===== config.mk =====
export PLATFORM = sky130hd
export DESIGN_NAME = mfp_ahb_keypad_scanner
export DESIGN_NICKNAME = d
export VERILOG_FILES = /design/src/rtl/mfp_ahb_keypad_scanner.sv
export SDC_FILE = /design/constraint.sdc
export NUM_CORES = 1
export LEC_CHECK = 0
export ABC_AREA = 1
export CAP_MARGIN = 30
export CORE_MARGIN = 2
export CORE_UTILIZATION = 62
export DETAILED_ROUTE_END_ITERATION = 8
export PLACE_DENSITY_LB_ADDON = 0.25
export SLEW_MARGIN = 20
export SYNTH_ARGS = -nofsm -noshare
export SYNTH_HDL_FRONTEND = slang
export SYNTH_SLANG_ARGS = --single-unit

===== constraint.sdc =====
create_clock -name clk -period 25.6 [get_ports clk]
set_clock_uncertainty 0.2 [all_clocks]
set_input_delay 2.56 -clock clk [delete_from_list [all_inputs] [get_ports clk]]
set_output_delay 2.56 -clock clk [all_outputs]
set_load 0.005 [all_outputs]

===== src/rtl/mfp_ahb_keypad_scanner.sv =====
// 4x4 matrix keypad scanner: drives one active-low column at a time, samples
// the synchronized rows at the end of each column window, builds a full-scan
// key map, rejects ghosting (more than one key) and debounces the result over
// DEBOUNCE_SCANS identical scans before reporting press/release events.
module mfp_ahb_keypad_scanner #(
  parameter int unsigned SCAN_DIV       = 50000,
  parameter int unsigned DEBOUNCE_SCANS = 4
) (
  input  logic       clk,
  input  logic       resetn,
  output logic [3:0] COL_OUT,
  input  logic [3:0] ROW_IN,
  output logic [3:0] KEY_CODE,
  output logic       KEY_VALID,
  output logic       KEY_PRESS,
  output logic       KEY_RELEASE
);

  localparam logic [15:0] DIV_LAST   = 16'(SCAN_DIV - 1);
  localparam logic [3:0]  DEB_TARGET = 4'(DEBOUNCE_SCANS);

  typedef enum logic [1:0] {
    ST_IDLE = 2'd0,  // stable result is "no key"
    ST_HELD = 2'd1,  // stable result is a key
    ST_PEND = 2'd2   // candidate differs from the stable result
  } state_t;

  // Candidate / stable values are {valid, code}; 5'b0 means "no key".
  localparam logic [4:0] KEY_NONE = 5'b0_0000;

  logic [3:0]  r_row_meta;
  logic [3:0]  r_row_sync;
  logic [15:0] r_div;
  logic [1:0]  r_col;
  logic [3:0]  r_col_out;
  logic [15:0] r_map;
  state_t      r_state;
  logic [4:0]  r_stable;
  logic [4:0]  r_pending;
  logic [3:0]  r_count;
  logic [3:0]  r_key_code;
  logic        r_key_valid;
  logic        r_key_press;
  logic        r_key_release;

  logic        w_div_last;
  logic        w_scan_end;
  logic [1:0]  w_next_col;
  logic [15:0] w_map_full;
  logic [4:0]  w_ones;
  logic [3:0]  w_idx;
  logic [4:0]  w_cand;
  state_t      w_state_nxt;
  logic [4:0]  w_stable_nxt;
  logic [4:0]  w_pending_nxt;
  logic [3:0]  w_count_nxt;
  logic [3:0]  w_count_inc;
  logic        w_accept;
  logic        w_press;
  logic        w_release;
  logic [3:0]  w_code_nxt;
  logic        w_valid_nxt;

  // Map index col*4+row to the hex legend printed on the keypad.
  function automatic logic [3:0] key_map(input logic [3:0] idx);
    logic [3:0] code;
    case (idx)
      4'd0:  code = 4'h1;  4'd1:  code = 4'h4;  4'd2:  code = 4'h7;  4'd3:  code = 4'h0;
      4'd4:  code = 4'h2;  4'd5:  code = 4'h5;  4'd6:  code = 4'h8;  4'd7:  code = 4'hF;
      4'd8:  code = 4'h3;  4'd9:  code = 4'h6;  4'd10: code = 4'h9;  4'd11: code = 4'hE;
      4'd12: code = 4'hA;  4'd13: code = 4'hB;  4'd14: code = 4'hC;  default: code = 4'hD;
    endcase
    return code;
  endfunction

  assign w_div_last = (r_div == DIV_LAST);
  assign w_scan_end = w_div_last && (r_col == 2'd3);
  assign w_next_col = r_col + 2'd1;
  assign w_map_full = r_map | ({12'd0, ~r_row_sync} << {r_col, 2'b00});

  // Two-flop synchronizer for the asynchronous row inputs (idle = pulled up).
  always_ff @(posedge clk) begin
    // NOTE: sequential state uses non-blocking assignments so every flop
    // samples pre-edge values regardless of statement order.
    if (!resetn) begin
      r_row_meta <= 4'hF;
      r_row_sync <= 4'hF;
    end else begin
      r_row_meta <= ROW_IN;
      r_row_sync <= r_row_meta;
    end
  end

  // Column divider, column drive and per-scan key map accumulation.
  always_ff @(posedge clk) begin
    if (!resetn) begin
      r_div     <= 16'd0;
      r_col     <= 2'd0;
      r_col_out <= 4'b1110;
      // NOTE: the scan map is reset too, so a reset mid-scan cannot leak
      // stale key bits into the first scan after reset.
      r_map     <= 16'd0;
    end else if (w_div_last) begin
      r_div     <= 16'd0;
      r_col     <= w_next_col;
      r_col_out <= ~(4'b0001 << w_next_col);
      r_map     <= w_scan_end ? 16'd0 : w_map_full;
    end else begin
      r_div     <= r_div + 16'd1;
    end
  end

  // Candidate key: exactly one bit set in the complete map, otherwise none.
  always_comb begin
    // NOTE: every combinational output gets a default first so no path
    // leaves a variable unassigned (which would infer a latch).
    w_ones = 5'd0;
    w_idx  = 4'd0;
    for (int i = 0; i < 16; i++) begin
      if (w_map_full[i]) begin
        w_ones = 5'(w_ones + 5'd1);
        w_idx  = 4'(i);
      end
    end
    w_cand = (w_ones == 5'd1) ? {1'b1, key_map(w_idx)} : KEY_NONE;
  end

  // Debounce next-state logic, evaluated only on the scan-end cycle.
  always_comb begin
    w_state_nxt   = r_state;
    w_stable_nxt  = r_stable;
    w_pending_nxt = r_pending;
    w_count_nxt   = r_count;
    w_accept      = 1'b0;
    w_count_inc   = (r_count == 4'hF) ? r_count : 4'(r_count + 4'd1);
    if (w_scan_end) begin
      case (r_state)
        ST_IDLE, ST_HELD: begin
          if (w_cand == r_stable) begin
            w_count_nxt = 4'd0;
          end else begin
            w_state_nxt   = ST_PEND;
            w_pending_nxt = w_cand;
            w_count_nxt   = 4'd1;
          end
        end
        ST_PEND: begin
          if (w_cand == r_pending) begin
            w_count_nxt = w_count_inc;
          end else if (w_cand == r_stable) begin
            w_state_nxt = r_stable[4] ? ST_HELD : ST_IDLE;
            w_count_nxt = 4'd0;
          end else begin
            w_pending_nxt = w_cand;
            w_count_nxt   = 4'd1;
          end
        end
        default: begin
          w_state_nxt = ST_IDLE;
          w_count_nxt = 4'd0;
        end
      endcase
      if ((w_state_nxt == ST_PEND) && (w_count_nxt >= DEB_TARGET)) begin
        w_accept     = 1'b1;
        w_stable_nxt = w_pending_nxt;
        w_state_nxt  = w_pending_nxt[4] ? ST_HELD : ST_IDLE;
        w_count_nxt  = 4'd0;
      end
    end
    w_press     = w_accept &  w_pending_nxt[4];
    w_release   = w_accept & ~w_pending_nxt[4];
    w_code_nxt  = w_press  ? w_pending_nxt[3:0] : r_key_code;
    w_valid_nxt = w_accept ? w_pending_nxt[4]   : r_key_valid;
  end

  // Debounce state register.
  always_ff @(posedge clk) begin
    if (!resetn) begin
      r_state   <= ST_IDLE;
      r_stable  <= KEY_NONE;
      r_pending <= KEY_NONE;
      r_count   <= 4'd0;
    end else begin
      r_state   <= w_state_nxt;
      r_stable  <= w_stable_nxt;
      r_pending <= w_pending_nxt;
      r_count   <= w_count_nxt;
    end
  end

  // Registered key outputs; pulses land the cycle after scan end.
  always_ff @(posedge clk) begin
    if (!resetn) begin
      r_key_code    <= 4'd0;
      r_key_valid   <= 1'b0;
      r_key_press   <= 1'b0;
      r_key_release <= 1'b0;
    end else begin
      r_key_code    <= w_code_nxt;
      r_key_valid   <= w_valid_nxt;
      r_key_press   <= w_press;
      r_key_release <= w_release;
    end
  end

  assign COL_OUT     = r_col_out;
  assign KEY_CODE    = r_key_code;
  assign KEY_VALID   = r_key_valid;
  assign KEY_PRESS   = r_key_press;
  assign KEY_RELEASE = r_key_release;

endmodule


==> results of run 1 <==
## layout make-up
class                           count  area, um^2  share of cell area
Tap cell                          105         131              0.0236
Multi-Input combinational cell    604        3120               0.559
Timing Repair Buffer               16         160              0.0287
Sequential cell                    69        1380               0.248
Clock inverter                      7        75.1              0.0135
Clock buffer                        9         124              0.0222
Inverter                          156         586               0.105
## worst paths after layout
path / start / slack [ns] / endpoint
setup reg to reg: r_col[0]$_SDFFE_PN0P_ / 15.70 / r_state[0]$_SDFFE_PN0P_
hold / removal: r_row_meta[2]$_SDFF_PN1_ / 0.21 / r_row_sync[2]$_SDFF_PN1_
hold reg to reg: r_row_meta[2]$_SDFF_PN1_ / 0.21 / r_row_sync[2]$_SDFF_PN1_
setup / recovery: r_col[0]$_SDFFE_PN0P_ / 15.70 / r_state[0]$_SDFFE_PN0P_
## cell families after synthesis
kind of cell             share of synthesized area
XOR/XNOR                                   0.00340
AND/OR/NAND/NOR                              0.439
buffers and inverters                        0.127
AO/OA/AOI/OAI                                0.107
flip-flops                                   0.268
adder cells (fa/ha/maj)                     0.0559
## layer usage
metal	global-route usage	part of all wire	up-vias
li1	-	-	2717
met1	0.305	0.45	2301
met2	0.501	0.49	117
met3	0.0292	0.042	18
met4	0.103	0.016	0
met5	0	0	-
## sequential cells by signal (all words and copies together) (netlist names), 5 cells and up
name,cells
r_map,16
r_div,16
r_pending,5
r_stable,5
## critical path: cells and delay by family (launching register included)
family | cells | cell delay, ns
buffers and inverters | 7 | 0.40
and+or+nand+nor | 39 | 4.27
DFF | 1 | 0.69
AOI/OAI and AO/OA | 3 | 0.49
adders and majority gates | 14 | 3.75
## stage by stage
step | cells | area [um^2] | hold slack (ns) | power (mW) | utilization
5_1_grt | 966 | 5580 | 0.227 | 0.238 | 0.685
3_5_place_dp | 950 | 5380 | 0.198 | 0.143 | 0.661
2_1_floorplan | 841 | 5150 | 0.193 | 0.137 | -
4_1_cts | 966 | 5580 | 0.210 | 0.228 | 0.685
6_report | 966 | 5580 | 0.206 | 0.227 | 0.685
3_3_place_gp | 950 | 5380 | 0.198 | 0.141 | 0.661
## power breakdown
part / internal [mW] / leakage [nW] / switching [mW]
clock: 0.0384 / 0.0985 / 0.0483
sequential: 0.108 / 0.558 / 0.000496
combinational: 0.0107 / 2.05 / 0.0211
## cell usage in the layout, fill, tap and decap left out, types with 3 or more instances in the layout
cell type                         Yosys  routed
sky130_fd_sc_hd__a21boi_0             4       4
sky130_fd_sc_hd__o211ai_1             5       5
sky130_fd_sc_hd__inv_2                8       8
sky130_fd_sc_hd__nand2_1            226     226
sky130_fd_sc_hd__or2_2               19      19
sky130_fd_sc_hd__nand2_2             12      12
sky130_fd_sc_hd__nor3_1              14      14
sky130_fd_sc_hd__nand3_2             10      10
sky130_fd_sc_hd__nor2_4               5       5
sky130_fd_sc_hd__a21oi_1             49      49
sky130_fd_sc_hd__nor2_1              66      66
sky130_fd_sc_hd__dfxtp_1             69      69
sky130_fd_sc_hd__nand4_1             15      15
sky130_fd_sc_hd__nor2_2               3       3
sky130_fd_sc_hd__clkbuf_8             0       9
sky130_fd_sc_hd__inv_1              146     146
sky130_fd_sc_hd__inv_8                0       3
sky130_fd_sc_hd__nor4_1               4       4
sky130_fd_sc_hd__nand3_1             87      87
sky130_fd_sc_hd__o21ai_1              5       5
sky130_fd_sc_hd__ha_1                23      23
sky130_fd_sc_hd__nand3b_1             5       5
sky130_fd_sc_hd__o21ai_0             24      24
sky130_fd_sc_hd__clkdlybuf4s50_1      0      16
==> results.md, run 1 <==
- Run status: complete, no violations
- Slowest stage cell on the critical path: sky130_fd_sc_hd__dfxtp_1
- Antenna diode count: 0
- Final Setup Violations: 0
- Total power divided by cell area: 40.7 nW/um^2
- Yosys warnings: 0
- Portion of the post-synthesis area used by sequential elements: 0.268
- Worst path most repeated cell: sky130_fd_sc_hd__nand2_1
- TNS Setup: 0 ns
- Achievable Freq: 101 MHz
- Most used DFF post-synth: sky130_fd_sc_hd__dfxtp_1
- Worst reg2reg path depth: 63
- Worst slack after detailed placement: 15.79 ns
- Die width: 95.2 um
- Share of final-layout standard cells stronger than drive strength 1: 0.0941
- Initial antenna violation count: 0
- Leakage: 2.71 nW
- Overall via count from detail_route: 5153
- Remaining DRCs: 0
- Arrival time of the worst setup path: 9.97 ns
- Filler cell count: 702
- Clock slew seen by the registers of the worst setup and hold paths: 0.09 ns
- GRT Total Usage: 0.266
- Dominant cell by count in the synthesized netlist: sky130_fd_sc_hd__nand2_1
- Mean Syn Cell Area: 6.13 um^2
- Time the final worst path needs with I/O delays and setup: 9.90 ns
- Root Driver: sky130_fd_sc_hd__clkbuf_8
- Sink count of the clock tree: 69
- Detailed-placement wirelength estimate: 8770 um
- Slew at the pin with the worst max-slew slack: 0.808 ns
- Pin count of the biggest net entering global routing: 24
- CP Launch Type: flop
- Class of the tightest hold or removal check: reg -> reg
- Setup crit end kind: flop
- First-iteration detailed-routing DRC count: 242
- Final WL: 11000 um
- Area of the mapped netlist: 5150 um^2
- Post-synthesis instance total: 841
- Total clock buffers created by CTS: 9
- Endpoints failing hold: 0
- Fraction of registers with async set or reset after synthesis: 0
- Net Count, Synth: 870
- Wire length of the first global-routing pass: 19900 um
- Clock insertion delay at the later pin of the skew report: 0.36 ns
- CTS Buffer Depth: 2
- Grt total ovfl: 0
- Final clock period utilization by the worst path: 0.387
- Number of nets in the layout: 885
- Initial core utilization: 0.633
- Count of flip-flops with a built-in enable after synthesis: 0
- Post-CTS Setup Repair Bufs: 0
- Post-synth top cells: 226 x sky130_fd_sc_hd__nand2_1, 146 x sky130_fd_sc_hd__inv_1, 87 x sky130_fd_sc_hd__nand3_1
- Floorplan Core Area: 8130 um^2
- TritonCTS clock tree: built
- Number of detailed-routing iterations run before antenna repair: 5
- Number of cells traversed by the worst hold path: 1
- Gp weighted congestion: 0.894
- Stage delay of the slowest cell on the critical path: 0.69 ns
- Flops & latches, synth: 69
- Post-route ant nets: 0
- Slew headroom: 0.460
- DR WL/cell: 11.4 um
- Avg Vias per Cell: 5.33
- Hold buffer count at CTS: 0
- Number of global-route vias before repair: 4951
- Final max-slew violation count: 0
- Peak supply drop: 0.0000473 V
- # rows: 33
- Share of Yosys cell area claimed by the top area cell type: 0.268
- Post-synthesis cell type count: 46
- # port buffers: 16
- Dominant cell type by area after synthesis: sky130_fd_sc_hd__dfxtp_1
- Die boundary height: 95.2 um
- Crit Path Max Fanout: 17
- Max Cap Viol: 0
- Critical path class: reg -> reg
- Full die area: 9050 um^2
- H-tree depth: 3
- Gates resized, CTS repair: 0
- Setup repair after global routing missed its margin: no
- Area grow syn2layout: 8.23%
- Data required time of the critical path: 25.66 ns
- Post-route setup slack: 15.70 ns
- Leading post-synthesis cells by cell area: sky130_fd_sc_hd__dfxtp_1 27%, sky130_fd_sc_hd__nand2_1 16%, sky130_fd_sc_hd__inv_1 11%
- Number of top-level pins: 17
Note: power is estimated with default switching activity, not from simulation.
==> run 2, diff against run 1 <==
CORE_UTILIZATION = 56   (was 62)
clock period = 8.59 ns   (was 25.6 ns; I/O delays follow)
==> results.md, run 2 (synthesis gave the netlist of run 1 again) <==
- Run status: finished with violations
- Violated checks: negative setup slack
- WL met3: 1680 um
- Final clock period utilization by the worst path: 1.03
- Critical path buffers and inverters: 6
- Final standard cell utilization of the core: 0.833
- Endpoints failing hold: 0
- Full die area: 9980 um^2
- Worst Hold Launch: r_row_meta[1]$_SDFF_PN1_
- Wire length of the first global-routing pass: 26800 um
- Achievable Freq: 113 MHz
- Initial core utilization: 0.585
- Setup crit end kind: flop
- Slew headroom: 0.478
- Worst slack after detailed placement: -0.442 ns
- Stage delay of the slowest cell on the critical path: 0.38 ns
- Arrival time of the worst setup path: 8.93 ns
- Data required time of the critical path: 8.64 ns
- Post-route setup slack: -0.294 ns
- RR Startpoint: r_col[0]$_SDFFE_PN0P_
- Number of global-route vias before repair: 6114
- Met2 routed WL: 8890 um
- Share of final-layout standard cells stronger than drive strength 1: 0.329
- Final max-slew violation count: 0
- Cell class contributing the biggest share of worst-path delay: simple AND/OR/NAND/NOR gates
- Die width: 99.9 um
- First-iteration detailed-routing DRC count: 540
- Class of the tightest hold or removal check: reg -> reg
- Time the final worst path needs with I/O delays and setup: 8.88 ns
- # port buffers: 16
- H-tree depth: 3
- Top routing layer used: met4
- Hold buffer count at CTS: 0
- Setup repair after global routing missed its margin: yes
- Worst reg2reg path depth: 59
- Worst-case hold path end point: r_row_sync[1]$_SDFF_PN1_
- Root Driver: sky130_fd_sc_hd__clkbuf_8
- Most common library cell in the layout ignoring fill and taps: sky130_fd_sc_hd__nand2_1
- Max Cap Viol: 0
- Power consumption: 0.810 mW
- Commonest non-fill, non-tap cells in the layout: 177 x sky130_fd_sc_hd__nand2_1, 137 x sky130_fd_sc_hd__inv_1, 107 x sky130_fd_sc_hd__buf_4
- Avg Vias per Cell: 5.92
- Clock insertion delay at the later pin of the skew report: 0.35 ns
- Sink count of the clock tree: 69
- Slew at the pin with the worst max-slew slack: 0.781 ns
- Total power divided by cell area: 110 nW/um^2
- Overall via count from detail_route: 6457
- Area grow syn2layout: 42.4%
- Initial antenna violation count: 0
- Filler cell count: 525
- Worst path most repeated cell: sky130_fd_sc_hd__nand2_4
- TritonCTS clock tree: built
- Final Setup Violations: 21
- Pin count of the biggest net entering global routing: 24
- Number of nets in the layout: 1006
- Number of cells traversed by the worst hold path: 1
- Placed Cells incl. Taps: 985
- Final WL: 18600 um
- Slowest stage cell on the critical path: sky130_fd_sc_hd__dfxtp_4
- DR WL/cell: 17.0 um
- Critical path class: reg -> reg
- Floorplan Core Area: 8810 um^2
- Die boundary height: 99.9 um
- GRT Total Usage: 0.326
- Leakage: 3.49 nW
- Reg2reg end: KEY_CODE[3]$_SDFFE_PN0P_
- Largest registers: r_div: 16 flops, r_map: 16 flops
- Post-route ant nets: 0
- Wl on met1: 6710 um
- # rows: 34
- Remaining DRCs: 0
- Non-Filler Instances: 1090
- Peak supply drop: 0.000165 V
- Detailed-placement wirelength estimate: 9230 um
- Number of detailed-routing iterations run before antenna repair: 7
- CTS Buffer Depth: 2
- CP Launch Type: flop
- Crit Path Max Fanout: 4
- Gp weighted congestion: 0.935
- Number of top-level pins: 17
- Clock slew seen by the registers of the worst setup and hold paths: 0.09 ns
- Grt total ovfl: 0
- Total clock buffers created by CTS: 9
- Register-to-register setup slack: -0.29 ns
- Antenna diode count: 0
## run 2: cell types whose count changed in the layout (fill, tap and decap cells not counted), sizes merged
| cell | change |
|---|---|
| buf | +120 |
| clkbuf | +1 |
| clkinv | -1 |
| clkinvlp | +1 |
| inv | -1 |
| nor2 | +1 |
## run 2: worst register-to-register path, delay by kind of cell, from the launching register on
family / cells / cell delay [ns]
fa+ha+maj: 14 / 3.46
buf+inv: 6 / 0.40
compound gates: 3 / 0.59
flops: 1 / 0.38
simple gates: 36 / 3.75
## run 2: cell type report
type,count,area [um^2],area share
multi-input combinational,605,3900,0.532
sequential,69,1390,0.190
timing repair buffer,136,1120,0.152
inverter,156,591,0.0805
clock buffer,10,149,0.0203
tap,108,135,0.0184
clock inverter,6,52.6,0.00716
## run 2: per-stage QoR
| step | area, um^2 | setup TNS (ns) | hold slack (ns) |
|---|---|---|---|
| 2_1_floorplan | 5220 | 0 | 0.193 |
| 3_3_place_gp | 5680 | -0.858 | 0.201 |
| 3_5_place_dp | 5680 | -7.89 | 0.204 |
| 4_1_cts | 6840 | -0.418 | 0.224 |
| 5_1_grt | 7340 | -11.11 | 0.248 |
| 6_report | 7340 | -4.15 | 0.221 |
## run 2: timing repair
item / in CTS / in global routing
resized for setup: 68 / 106
gates cloned: 1 / 0
endpoints found under the hold margin: 0 / 0
pin swaps: 64 / 78
setup buffers: 91 / 11
endpoints found under the setup margin: 21 / 21
## run 2: worst max-delay path by stage
stage	from	end	slack [ns]	cells after the start
detailed placement	r_row_sync[1]$_SDFF_PN1_	KEY_CODE[3]$_SDFFE_PN0P_	-0.44	61
floorplan	r_col[1]$_SDFFE_PN0P_	r_stable[0]$_SDFFE_PN0P_	0.04	62
global route	r_col[0]$_SDFFE_PN0P_	KEY_CODE[3]$_SDFFE_PN0P_	-0.63	59
global placement	r_row_sync[1]$_SDFF_PN1_	KEY_RELEASE$_SDFF_PN0_	-0.08	59
finish	r_col[0]$_SDFFE_PN0P_	KEY_CODE[3]$_SDFFE_PN0P_	-0.29	59
CTS	r_col[1]$_SDFFE_PN0P_	KEY_CODE[3]$_SDFFE_PN0P_	-0.08	59
## run 2: where the power goes
part | switching (mW) | internal, mW | total (mW)
registers | 0.00159 | 0.322 | 0.323
logic | 0.117 | 0.104 | 0.221
clock network | 0.138 | 0.127 | 0.265
total | 0.257 | 0.553 | 0.810
## run 2: layer usage
metal  track usage  vias up
met5             0        -
met1         0.356     2945
li1              -     2960
met2         0.600      413
met4         0.155        0
met3        0.0703      139
==> run 3, diff against run 2 <==
CORE_UTILIZATION = 62   (was 56)
clock period = 11.15 ns   (was 8.59 ns; I/O delays follow)
==> results.md, run 3 (synthesis gave the netlist of run 1 again) <==
- Total clock buffers created by CTS: 9
- Slowest stage cell on the critical path: sky130_fd_sc_hd__dfxtp_1
- Power consumption: 0.539 mW
- Setup crit end kind: flop
- Final Setup Violations: 0
- Number of nets in the layout: 885
- Sink count of the clock tree: 69
- Full die area: 9050 um^2
- Pin count of the biggest net entering global routing: 24
- Initial antenna violation count: 0
- Clock group share of total power: 0.401
- Commonest non-fill, non-tap cells in the layout: 226 x sky130_fd_sc_hd__nand2_1, 146 x sky130_fd_sc_hd__inv_1, 87 x sky130_fd_sc_hd__nand3_1
- Avg Vias per Cell: 5.39
- Number of top-level pins: 17
- Final max-slew violation count: 0
- # rows: 33
- Critical path class: reg -> reg
- GRT Total Usage: 0.265
- Share of final-layout standard cells stronger than drive strength 1: 0.0941
- Slew at the pin with the worst max-slew slack: 0.800 ns
- Number of global-route vias before repair: 4886
- CP Launch Type: flop
- Slew headroom: 0.465
- Detailed-placement wirelength estimate: 8810 um
- Switching power of the nets: 0.153 mW
- Cell internal power dissipation: 0.386 mW
- Gp weighted congestion: 0.894
- Register-to-register setup slack: 1.20 ns
- Hold buffer count at CTS: 0
- First-iteration detailed-routing DRC count: 273
- Crit Path Max Fanout: 17
- Overall via count from detail_route: 5209
- Data required time of the critical path: 11.20 ns
- Gates resized, CTS repair: 0
- Final clock period utilization by the worst path: 0.892
- Setup repair after global routing missed its margin: no
- Final WL: 11200 um
- Peak supply drop: 0.000120 V
- Net Sw Frac: 0.283
- TNS Setup: 0 ns
- Post-route ant nets: 0
- TritonCTS clock tree: built
- Worst slack after detailed placement: 1.29 ns
- Arrival time of the worst setup path: 10.00 ns
- Endpoints failing hold: 0
- CTS Buffer Depth: 2
- Remaining DRCs: 0
- Area grow syn2layout: 8.50%
- Post-CTS Setup Repair Bufs: 0
- Max Cap Viol: 0
- Reg power frac: 0.463
- Comb power frac: 0.136
- Filler cell count: 679
- Root Driver: sky130_fd_sc_hd__clkbuf_8
- Post-route setup slack: 1.20 ns
- Total power divided by cell area: 96.4 nW/um^2
- Run status: complete, no violations
- Number of detailed-routing iterations run before antenna repair: 5
- Wire length of the first global-routing pass: 19700 um
- Class of the tightest hold or removal check: reg -> reg
- Leakage: 2.71 nW
- Die boundary height: 95.2 um
- Grt total ovfl: 0
- H-tree depth: 3
- DR WL/cell: 11.6 um
- Floorplan Core Area: 8130 um^2
- Time the final worst path needs with I/O delays and setup: 9.95 ns
- Stage delay of the slowest cell on the critical path: 0.69 ns
- Achievable Freq: 101 MHz
- Antenna diode count: 0
- Initial core utilization: 0.633
- Clock insertion delay at the later pin of the skew report: 0.35 ns
- Worst hold margin: 0.217 ns
- # port buffers: 16
- Most common library cell in the layout ignoring fill and taps: sky130_fd_sc_hd__nand2_1
- Largest registers: r_div: 16 flops, r_map: 16 flops
- Die width: 95.2 um
- Clock slew seen by the registers of the worst setup and hold paths: 0.08 ns
- Worst path most repeated cell: sky130_fd_sc_hd__nand2_1
-- run 3: layout make-up --
| type | instances | area (um^2) | share of cell area |
|---|---|---|---|
| multi-input cells | 604 | 3120 | 0.558 |
| flip-flops and latches | 69 | 1380 | 0.247 |
| inverters | 156 | 586 | 0.105 |
| repair buffers | 16 | 160 | 0.0287 |
| clock buffers | 10 | 138 | 0.0246 |
| well taps | 105 | 131 | 0.0235 |
| clock inverters | 6 | 75.1 | 0.0134 |
-- run 3: worst max-delay path, delay by kind of cell (launching register included) --
| family | cells | cell delay, ns |
|---|---|---|
| simple gates | 39 | 4.24 |
| fa+ha+maj | 14 | 3.74 |
| flops | 1 | 0.69 |
| compound gates | 3 | 0.61 |
| buf+inv | 6 | 0.35 |
-- run 3: path summary, 6_finish.rpt --
check,end,startpoint,depth (start not counted)
setup / recovery,KEY_CODE[3]$_SDFFE_PN0P_,r_col[0]$_SDFFE_PN0P_,62
hold / removal,r_row_sync[0]$_SDFF_PN1_,r_row_meta[0]$_SDFF_PN1_,1
setup reg to reg,KEY_CODE[3]$_SDFFE_PN0P_,r_col[0]$_SDFFE_PN0P_,62
hold reg to reg,r_row_sync[0]$_SDFF_PN1_,r_row_meta[0]$_SDFF_PN1_,1
-- run 3: stage by stage --
step / cell area, um^2 / utilization / cells
3_5_place_dp: 5380 / 0.661 / 950
3_3_place_gp: 5380 / 0.661 / 950
2_1_floorplan: 5150 / - / 841
6_report: 5590 / 0.687 / 966
5_1_grt: 5590 / 0.687 / 966
4_1_cts: 5590 / 0.687 / 966
-- run 3: power groups by stage --
stage / logic (mW) / registers (mW) / clock network (mW)
3_3_place_gp: 0.0691 / 0.255 / 0
4_1_cts: 0.0728 / 0.250 / 0.218
2_1_floorplan: 0.0586 / 0.255 / 0
3_5_place_dp: 0.0724 / 0.255 / 0
5_1_grt: 0.0836 / 0.250 / 0.229
6_report: 0.0731 / 0.250 / 0.216
-- run 3: per-layer routing --
layer  GRT usage  vias up  share of wire
li1            -     2708              -
met1       0.302     2349           0.44
met2       0.488      125           0.49
met3      0.0435       27          0.045
met4       0.106        0          0.022
met5           0        -              0
